**src/rtl/detect_event_logger.sv**
```systemverilog
// -----------------------------------------------------------------------------
// detect_event_logger
//
// Purpose:
//   Sits behind the "10000001" sequence detector. It turns the detector's Y
//   output into rising-edge events. Each event is stamped with the value of a
//   free-running cycle counter. The stamps are queued in a small
//   first-word-fall-through FIFO, and a consumer drains the FIFO through a
//   valid/ready handshake. The block also keeps a saturating event count and
//   a sticky overflow flag for status readout.
//
// Ports:
//   clk       in   1              rising-edge clock
//   rst       in   1              synchronous reset, active low
//   det       in   1              detector output, synchronous to clk
//   clr       in   1              synchronous clear of FIFO, ev_count, ovf
//                                 (the timestamp counter keeps running)
//   ev_valid  out  1              FIFO head is valid
//   ev_ready  in   1              consumer takes the head when ev_valid & ev_ready
//   ev_ts     out  TS_W           timestamp at FIFO head, 0 when empty
//   ev_count  out  CNT_W          events seen since reset/clr, saturating
//   ovf       out  1              sticky: an event was dropped on a full FIFO
//   level     out  log2(DEPTH)+1  FIFO occupancy, 0..DEPTH
// -----------------------------------------------------------------------------
module detect_event_logger #(
  parameter int TS_W  = 16,
  parameter int DEPTH = 4,
  parameter int CNT_W = 8
) (
  input  logic                     clk,
  input  logic                     rst,
  input  logic                     det,
  input  logic                     clr,
  output logic                     ev_valid,
  input  logic                     ev_ready,
  output logic [TS_W-1:0]          ev_ts,
  output logic [CNT_W-1:0]         ev_count,
  output logic                     ovf,
  output logic [$clog2(DEPTH):0]   level
);

  localparam int PTR_W = $clog2(DEPTH);
  localparam int LVL_W = PTR_W + 1;

  localparam logic [LVL_W-1:0] LEVEL_FULL = LVL_W'(DEPTH);
  localparam logic [CNT_W-1:0] COUNT_MAX  = {CNT_W{1'b1}};

  // Occupancy classes, decoded from the level register. No separate state
  // register is kept, so the class can never disagree with the level.
  localparam logic [1:0] ST_EMPTY   = 2'd0;
  localparam logic [1:0] ST_PARTIAL = 2'd1;
  localparam logic [1:0] ST_FULL    = 2'd2;

  // ---------------------------------------------------------------------------
  // State registers
  // ---------------------------------------------------------------------------
  logic [TS_W-1:0]  ts_reg,     ts_next;
  logic             det_q_reg;
  logic [PTR_W-1:0] rd_ptr_reg, rd_ptr_next;
  logic [PTR_W-1:0] wr_ptr_reg, wr_ptr_next;
  logic [LVL_W-1:0] level_reg,  level_next;
  logic [CNT_W-1:0] count_reg,  count_next;
  logic             ovf_reg,    ovf_next;

  logic [TS_W-1:0]  entries [DEPTH];

  // ---------------------------------------------------------------------------
  // Control decode
  // ---------------------------------------------------------------------------
  logic [1:0] fifo_state;
  logic       is_full;
  logic       event_pulse;
  logic       push;
  logic       pop;
  logic       wr_en;
  logic       drop;

  always_comb begin
    fifo_state = ST_PARTIAL;
    if (level_reg == '0) begin
      fifo_state = ST_EMPTY;
    end else if (level_reg == LEVEL_FULL) begin
      fifo_state = ST_FULL;
    end
  end

  assign is_full     = (fifo_state == ST_FULL);
  assign ev_valid    = (fifo_state != ST_EMPTY);

  // Only the rising edge of det counts as an event. A long high pulse is
  // therefore logged once.
  assign event_pulse = det & ~det_q_reg;

  // clr suppresses both the push and the pop in its cycle. The whole FIFO is
  // discarded anyway, and the event must not be counted.
  assign push  = event_pulse & ~clr;
  assign pop   = ev_valid & ev_ready & ~clr;

  // When the FIFO is full, a same-cycle pop frees the slot under wr_ptr, which
  // equals rd_ptr in that case. The new entry therefore lands behind the
  // remaining DEPTH-1 entries.
  assign wr_en = push & (~is_full | pop);
  assign drop  = push & is_full & ~pop;

  // ---------------------------------------------------------------------------
  // Next-state logic
  // ---------------------------------------------------------------------------
  always_comb begin
    ts_next     = ts_reg + 1'b1;
    rd_ptr_next = rd_ptr_reg;
    wr_ptr_next = wr_ptr_reg;
    level_next  = level_reg;
    count_next  = count_reg;
    ovf_next    = ovf_reg;

    if (clr) begin
      rd_ptr_next = '0;
      wr_ptr_next = '0;
      level_next  = '0;
      count_next  = '0;
      ovf_next    = 1'b0;
    end else begin
      // DEPTH is a power of two, so the pointers wrap naturally.
      if (pop) begin
        rd_ptr_next = rd_ptr_reg + 1'b1;
      end
      if (wr_en) begin
        wr_ptr_next = wr_ptr_reg + 1'b1;
      end

      unique case ({wr_en, pop})
        2'b10:   level_next = level_reg + 1'b1;
        2'b01:   level_next = level_reg - 1'b1;
        default: level_next = level_reg;
      endcase

      // A dropped event still counts as a detection.
      if (push && (count_reg != COUNT_MAX)) begin
        count_next = count_reg + 1'b1;
      end

      if (drop) begin
        ovf_next = 1'b1;
      end
    end
  end

  // ---------------------------------------------------------------------------
  // Sequential state
  // ---------------------------------------------------------------------------
  always_ff @(posedge clk) begin
    if (!rst) begin
      ts_reg     <= '0;
      det_q_reg  <= 1'b0;
      rd_ptr_reg <= '0;
      wr_ptr_reg <= '0;
      level_reg  <= '0;
      count_reg  <= '0;
      ovf_reg    <= 1'b0;
    end else begin
      ts_reg     <= ts_next;
      det_q_reg  <= det;
      rd_ptr_reg <= rd_ptr_next;
      wr_ptr_reg <= wr_ptr_next;
      level_reg  <= level_next;
      count_reg  <= count_next;
      ovf_reg    <= ovf_next;
    end
  end

  // ---------------------------------------------------------------------------
  // FIFO storage: one register per slot, written with the current timestamp.
  // The contents need no reset because ev_ts is masked whenever the FIFO is
  // empty.
  // ---------------------------------------------------------------------------
  generate
    for (genvar gi = 0; gi < DEPTH; gi++) begin : g_slot
      logic [TS_W-1:0] slot_reg;

      always_ff @(posedge clk) begin
        if (rst && wr_en && (wr_ptr_reg == PTR_W'(gi))) begin
          slot_reg <= ts_reg;
        end
      end

      assign entries[gi] = slot_reg;
    end
  endgenerate

  // ---------------------------------------------------------------------------
  // Outputs: these are registers or decodes of registers only. No path runs
  // from det to any output.
  // ---------------------------------------------------------------------------
  assign ev_ts    = ev_valid ? entries[rd_ptr_reg] : '0;
  assign ev_count = count_reg;
  assign ovf      = ovf_reg;
  assign level    = level_reg;

endmodule

```
**config.mk**
```make
export PLATFORM = sky130hd
export DESIGN_NAME = detect_event_logger
export DESIGN_NICKNAME = d
export VERILOG_FILES = /design/src/rtl/detect_event_logger.sv
export SDC_FILE = /design/constraint.sdc
export NUM_CORES = 1
export LEC_CHECK = 0
export BUFFER_PORTS_ARGS = -buffer_cell sky130_fd_sc_hd__buf_2
export CAP_MARGIN = 0
export CORE_AREA = 2 2 109 90
export DETAILED_ROUTE_END_ITERATION = 10
export DIE_AREA = 0 0 111 92
export SLEW_MARGIN = 5
export SYNTH_ARGS = -nofsm -noshare
export SYNTH_HDL_FRONTEND = slang
export SYNTH_SLANG_ARGS = --single-unit
```
**constraint.sdc**
```tcl
create_clock -name clk -period 4.5 [get_ports clk]
set_input_delay 0.675 -clock clk [delete_from_list [all_inputs] [get_ports clk]]
set_output_delay 0.675 -clock clk [all_outputs]
set_load 0.02 [all_outputs]
```
==> results.txt, run 1 <==
sequential power share: 0.549
Main synth FF type: edfxtp_1
CP bufs+invs: 2
CTS root buffer: clkbuf_16
drt wl/cell: 16.0 um
Worst Hold Class: register to register
max reg flops: 64
vias in the first global route: 2164
Antenna Nets Post-Route: 0
first-pass iteration count of the detailed router: 4
post-layout net count: 334
ys async rst share: 0
CP delay by family, top: multiplexers
length in cells of the worst reg-to-reg path: 7
port bufs: 33
Worst setup SP type: register
cells after synthesis: 289
commonest non-fill, non-tap cells in the layout: edfxtp_1 (64), and2_1 (34), dfxtp_1 (33), buf_2 (33), mux4_2 (16)
number of cell rows: 32
Fin Setup TNS: 0 ns
Total GRT Usage: 0.146
cell leakage power: 1.67 nW
Max H-tree Level: 3
Post-CTS Hold Buffers: 0
Power Density: 375 nW/um^2
post-detail-place hpwl: 4510 um
pin count of the biggest net entering global routing: 21
initial antenna violation count: 0
Gate power share: 0.027
CP cell instances: buf_4, mux4_2, and2_1, buf_2
post_cts resized: 0
max_cap viols: 0
register bit count reported by yosys: 97
CP Max Fanout: 14
Via Count: 2305
Syn Nets: 301
sequential fraction of the synthesis area: 0.632
Netlist cell types: 48
DRC: 0
CTS buffer count: 9
WP data arrival: 2.01 ns
Overflow after GRT: 0
Die Footprint: 10200 um^2
Core Footprint: 9250 um^2
Area Overhead vs Synth: 13.8%
final period utilization: 0.597
switching pwr: 0.349 mW
antenna cells: 0
postcts setup bufs: 0
Vias/cell: 5.17
commonest non-fill, non-tap cell in the layout: edfxtp_1
die height: 92 um
Clock transition at path regs: 0.06 ns
Worst-Margin Slew: 0.984 ns
crit path capture type: output pin
max-slew violation count: 0
Clk pwr share: 0.424
Post-synth EDFFs: 64
die width: 111 um
Synth Area per Inst: 14.1 um^2
Hold Path Stages: 2
Synth warnings: 0
global-route wire length before repair: 11600 um
RSZ-0062 raised after global routing: false
drt total wl: 7130 um
Final Skew: 0.00864 ns
initial core utilization: 0.442
min Tclk post-route: 2.69 ns
CP max stage cell: mux4_2
num ports: 34
clk buf depth: 2
status: finished clean
Worst path max stage delay: 0.55 ns
CTS tree: built
Final Hold Viols: 0
layout cells sized above 1: 0.217
fillers: 815
Net Sw Frac: 0.200
maximum clock rate: 0.372 GHz
VDD IR-drop max: 0.163 mV
clk_lat worst skew: 0.33 ns
drt first-iter violations: 143
max_slew headroom: 0.344
Layout Utilization: 0.503
Final GP Congestion: 0.767
CP required: 3.83 ns
CTS Sinks: 97
Crit path depth: 4
Setup CP Type: register to output pin
Power Internal: 1.39 mW
synthesized cell area: 4080 um^2
Final setup viols: 0
## cell type report
| cell class | count | area (um^2) | share of cell area |
|---|---|---|---|
| clock inverters | 4 | 32.5 | 0.00700 |
| repair buffers | 34 | 173 | 0.0371 |
| multi-input cells | 172 | 1420 | 0.305 |
| flip-flops and latches | 97 | 2580 | 0.555 |
| inverters | 8 | 30.0 | 0.00646 |
| clock buffers | 12 | 267 | 0.0573 |
| well taps | 119 | 149 | 0.0320 |
## logic make-up after synthesis
kind of cell	count (synthesis)	share of synthesized area
xor+xnor	17	0.0365
compound gates	33	0.0551
buf+inv	20	0.0208
simple gates	97	0.139
flops	97	0.632
mux	18	0.0931
fa+ha+maj	7	0.0233
## power by group through the flow
stage	sequential [mW]	clock, mW	combinational [mW]
floorplan	0.975	0	0.0356
global placement	0.976	0	0.0469
detailed placement	0.976	0	0.0472
CTS	0.957	0.759	0.0472
global route	0.957	0.798	0.0523
finish	0.957	0.740	0.0467
## metrics by stage
step	instance area (um^2)	setup slack, ns	instances	total power, mW	hold slack, ns
finish	4650	1.81	446	1.74	0.502
global route	4650	1.67	446	1.81	0.517
CTS	4650	1.75	446	1.76	0.507
detailed placement	4350	1.73	430	1.02	0.492
global placement	4350	1.82	430	1.02	0.467
floorplan	4080	2.16	289	1.01	0.460
## layer usage
metal  vias to the layer above  wire length [um]  global-route usage
met4                         0               112              0.0594
met1                      1130              3710               0.222
li1                       1146                 -                   -
met2                        20              3150               0.211
met3                         9               148              0.0231
met5                         -                 0                   0
## worst register-to-register path: cells and delay by family, from the launching register on
kind	cells	cell delay, ns
simple gates	4	1.16
compound gates	2	0.22
fa+ha+maj	1	0.44
flops	1	0.49
## final timing paths
| check | slack (ns) | to | start |
|---|---|---|---|
| worst max-delay path | 1.81 | ev_ts[7] | rd_ptr_reg[0] |
| worst min-delay path | 0.50 | ovf | ovf |
| worst max register to register | 2.09 | level[2] | level[2] |
| worst min register to register | 0.50 | ovf | ovf |
## synthesized netlist by cell type, drive strengths merged, types with 3 or more instances
| cell | n | area (um^2) |
|---|---|---|
| nand3 | 12 | 60.1 |
| and2 | 34 | 213 |
| nand4 | 4 | 31.3 |
| xnor2 | 8 | 70.1 |
| o21ai | 10 | 53.8 |
| nor2 | 9 | 33.8 |
| mux4 | 16 | 360 |
| clkbuf | 7 | 26.3 |
| or3 | 7 | 43.8 |
| nor3 | 5 | 30.0 |
| nand2 | 11 | 41.3 |
| xor2 | 9 | 78.8 |
| a31oi | 3 | 25.0 |
| nor4 | 5 | 31.3 |
| a21boi | 3 | 22.5 |
| edfxtp | 64 | 1920 |
| a21oi | 5 | 25.0 |
| ha | 6 | 75.1 |
| dfxtp | 33 | 661 |
| inv | 8 | 30.0 |
| buf | 5 | 28.8 |
Note: power is estimated with default switching activity, not from simulation.
==> run 2: changes to the inputs <==
--- a/config.mk
+++ b/config.mk
@@ -10,6 +10,7 @@
 export CORE_AREA = 2 2 109 90
 export DETAILED_ROUTE_END_ITERATION = 10
 export DIE_AREA = 0 0 111 92
+export PLACE_DENSITY = 0.65
 export SLEW_MARGIN = 5
 export SYNTH_ARGS = -nofsm -noshare
 export SYNTH_HDL_FRONTEND = slang
==> constraint.sdc (replaced) <==
create_clock -name clk -period 2.3 [get_ports clk]
set_input_delay 0.345 -clock clk [delete_from_list [all_inputs] [get_ports clk]]
set_output_delay 0.345 -clock clk [all_outputs]
set_load 0.02 [all_outputs]
==> results.txt, run 2 (synthesis results as in run 1) <==
Clock transition at path regs: 0.07 ns
global-route wire length before repair: 11800 um
Area Overhead vs Synth: 15.8%
Final GP Congestion: 0.829
die width: 111 um
num ports: 34
Die Footprint: 10200 um^2
DRC: 0
vias in the first global route: 2319
Final Skew: 0.00999 ns
Hold EP: det_q_reg
max reg flops: 64
Hold Crit Start: det
initial antenna violation count: 0
fillers: 785
Final setup viols: 0
antenna cells: 0
CP required: 1.96 ns
Core Footprint: 9250 um^2
initial core utilization: 0.442
pin count of the biggest net entering global routing: 21
post-layout net count: 347
Final Hold Viols: 0
Antenna Nets Post-Route: 0
status: finished clean
maximum clock rate: 0.471 GHz
CP Max Fanout: 10
reg2reg setup slack: 0.36 ns
cell leakage power: 1.74 nW
Worst setup SP type: register
Max H-tree Level: 3
VDD IR-drop max: 0.420 mV
post-detail-place hpwl: 4700 um
final period utilization: 0.922
drt wl/cell: 15.8 um
final std cells w/o fill: 459
RR Startpoint: level[0]
drt total wl: 7230 um
Worst Hold Class: primary input to register
commonest non-fill, non-tap cell in the layout: edfxtp_1
first-pass iteration count of the detailed router: 4
length in cells of the worst reg-to-reg path: 7
Via Count: 2429
Post-CTS Hold Buffers: 0
Worst-Margin Slew: 0.486 ns
RSZ-0062 raised after global routing: false
drt first-iter violations: 146
placed cell count: 443
post_cts resized: 0
CTS buffer count: 9
commonest non-fill, non-tap cells in the layout: edfxtp_1 (64), and2_1 (34), dfxtp_1 (33), buf_2 (33), mux4_2 (16)
Power Density: 712 nW/um^2
die height: 92 um
Fin Setup TNS: 0 ns
max-slew violation count: 0
WP data arrival: 1.78 ns
Total GRT Usage: 0.148
CTS Sinks: 97
Overflow after GRT: 0
layout cells sized above 1: 0.244
Setup CP Type: register to output pin
Vias/cell: 5.29
port bufs: 33
Hold Path Stages: 2
max_slew headroom: 0.673
CTS tree: built
reg-to-reg endpoint: level[1]
crit path capture type: output pin
postcts setup bufs: 0
max_cap viols: 0
clk_lat worst skew: 0.34 ns
min Tclk post-route: 2.12 ns
number of cell rows: 32
CTS root buffer: clkbuf_16
clk buf depth: 2
==> run 2: cell count changes in the layout (fill, tap and decap cells not counted), sizes merged <==
cell / before / now
inv: 11 / 10
clkinvlp: 0 / 1
buf: 34 / 47
==> run 2: stage by stage <==
stage                     utilization  power [mW]  setup WS (ns)  hold slack, ns  area, um^2
after floorplan                     -        1.98          0.178           0.460        4080
after global placement          0.481        2.01          0.280           0.458        4450
after detailed placement        0.481        2.01          0.222           0.463        4450
after CTS                       0.511        3.40          0.148           0.234        4730
after global routing            0.511        3.47         0.0834           0.238        4730
final                           0.511        3.37          0.179           0.247        4730
==> run 2: report_power, final <==
group          switching [mW]  internal (mW)
Sequential             0.0137           1.86
Combinational          0.0569         0.0423
Clock                   0.606          0.792
==> run 2: worst max-delay path by stage <==
stage,to,slack (ns),start,cells past startpoint
after detailed placement,level[2],0.22,clr,8
after floorplan,level[2],0.18,level[2],8
final,ev_ts[4],0.18,rd_ptr_reg[0],4
after CTS,ev_ts[4],0.15,rd_ptr_reg[0],4
after global routing,ev_ts[0],0.08,rd_ptr_reg[0],4
after global placement,level[2],0.28,clr,8
==> run 2: worst max-delay path, cell delays in order, from the launching register on <==
cell	delay [ns]
dfxtp_1	0.33
buf_4	0.24
mux4_2	0.54
and2_1	0.17
buf_2	0.16
==> run 2: metal layers <==
metal  GRT usage  wire (um)  vias up  share of wire
li1            -          -     1172              -
met1       0.206       3470     1216           0.48
met2       0.231       3470       32           0.48
met3      0.0304        181        9          0.025
met4      0.0583        118        0          0.016
met5           0          0        -              0
==> run 2: cell type report <==
type,instances,area [um^2],share of cell area
clock buffers,12,256,0.0542
clock inverters,4,25.0,0.00529
flip-flops and latches,97,2580,0.546
multi-input cells,172,1420,0.299
well taps,119,149,0.0315
repair buffers,47,270,0.0571
inverters,8,30.0,0.00635
==> run 3: changes to the inputs <==
--- a/config.mk
+++ b/config.mk
@@ -10,7 +10,7 @@
 export CORE_AREA = 2 2 109 90
 export DETAILED_ROUTE_END_ITERATION = 10
 export DIE_AREA = 0 0 111 92
-export PLACE_DENSITY = 0.65
+export PLACE_DENSITY = 0.73
 export SLEW_MARGIN = 5
 export SYNTH_ARGS = -nofsm -noshare
 export SYNTH_HDL_FRONTEND = slang
==> results.txt, run 3 (synthesis results as in run 1) <==
status: finished clean
Final Hold Viols: 0
final period utilization: 0.908
clk buf depth: 2
CTS tree: built
Core Footprint: 9250 um^2
Post-CTS Hold Buffers: 0
max-slew violation count: 0
commonest non-fill, non-tap cells in the layout: edfxtp_1 (64), and2_1 (34), dfxtp_1 (33), buf_2 (33), mux4_2 (16)
die width: 111 um
WP data arrival: 1.74 ns
cell leakage power: 1.73 nW
CP cell instances: buf_12, mux4_2, and2_1, buf_2
clk_lat worst skew: 0.34 ns
CTS buffer count: 9
max layer used: met4
Worst path max stage delay: 0.52 ns
Met3 Wirelength: 223 um
maximum clock rate: 0.479 GHz
initial antenna violation count: 0
vias in the first global route: 2422
Worst setup SP type: register
post-detail-place hpwl: 4630 um
initial core utilization: 0.442
number of cell rows: 32
CP required: 1.96 ns
Final GP Congestion: 0.828
num ports: 34
layout cells sized above 1: 0.237
max_slew headroom: 0.698
Antenna Nets Post-Route: 0
VDD IR-drop max: 0.324 mV
Final setup viols: 0
final std cells w/o fill: 456
first-pass iteration count of the detailed router: 5
fin area: 4740 um^2
port bufs: 33
CP max stage cell: mux4_2
hold slack: 0.236 ns
Placed Instance Area: 4440 um^2
Overflow after GRT: 0
RSZ-0062 raised after global routing: false
Worst-Margin Slew: 0.454 ns
Total GRT Usage: 0.151
Clock transition at path regs: 0.06 ns
commonest non-fill, non-tap cell in the layout: edfxtp_1
Max H-tree Level: 3
Final Skew: 0.00756 ns
Die Footprint: 10200 um^2
DRC: 0
wl on met1: 3380 um
Area Overhead vs Synth: 16.1%
CP delay by family, top: multiplexers
fillers: 753
max reg flops: 64
CTS Sinks: 97
placed cell count: 440
CP Max Fanout: 18
Vias/cell: 5.42
drt total wl: 7450 um
Setup CP Type: register to output pin
antenna cells: 0
post_cts resized: 0
min Tclk post-route: 2.09 ns
postcts setup bufs: 0
pin count of the biggest net entering global routing: 21
drt wl/cell: 16.3 um
drt first-iter violations: 224
met2 wire len: 3740 um
die height: 92 um
Via Count: 2471
crit path capture type: output pin
Power Density: 736 nW/um^2
CP bufs+invs: 2
global-route wire length before repair: 12000 um
post-layout net count: 344
CTS root buffer: clkbuf_16
Fin Setup TNS: 0 ns
Worst Hold Class: primary input to register
max_cap viols: 0
[run 3: cell types whose count changed in the layout (fill, tap and decap cells not counted), sizes merged]
cell,change
buf,-3
clkbuf,-2
inv,+2
bufinv,+1
clkinv,-1
[run 3: layer usage]
layer / up-vias / global-route usage
met5: - / 0
met4: 0 / 0.0656
met3: 9 / 0.0185
met2: 57 / 0.258
met1: 1234 / 0.196
li1: 1171 / -
[run 3: layout make-up]
type | instances | area (um^2) | area share
inverter | 8 | 30.0 | 0.00634
clock inverter | 6 | 72.6 | 0.0153
tap | 119 | 149 | 0.0314
timing repair buffer | 44 | 260 | 0.0549
sequential | 97 | 2580 | 0.545
clock buffer | 10 | 229 | 0.0483
multi-input combinational | 172 | 1420 | 0.299
[run 3: worst paths after layout]
path / from / end / slack, ns / cells past startpoint
setup reg to reg: level[2] / level[1] / 0.29 / 7
hold / removal: det / det_q_reg / 0.24 / 2
hold reg to reg: ovf / ovf / 0.46 / 2
setup / recovery: rd_ptr_reg[0] / ev_ts[6] / 0.21 / 4
[run 3: per-stage QoR]
step | utilization | total power [mW] | setup slack, ns
after floorplan | - | 1.98 | 0.178
after global placement | 0.480 | 2.01 | 0.272
after detailed placement | 0.480 | 2.01 | 0.189
after CTS | 0.512 | 3.51 | 0.185
after global routing | 0.512 | 3.58 | 0.143
final | 0.512 | 3.49 | 0.212
[run 3: worst register-to-register path: cells and delay by family (launching register included)]
kind                     cells  cell delay, ns
AO/OA/AOI/OAI                2            0.38
adder cells (fa/ha/maj)      1            0.42
flip-flops                   1            0.39
AND/OR/NAND/NOR              4            0.77
[run 3: power by group]
group | internal, mW | switching (mW)
Clock | 0.859 | 0.657
Sequential | 1.86 | 0.0141
Combinational | 0.0422 | 0.0574
Total | 2.76 | 0.729
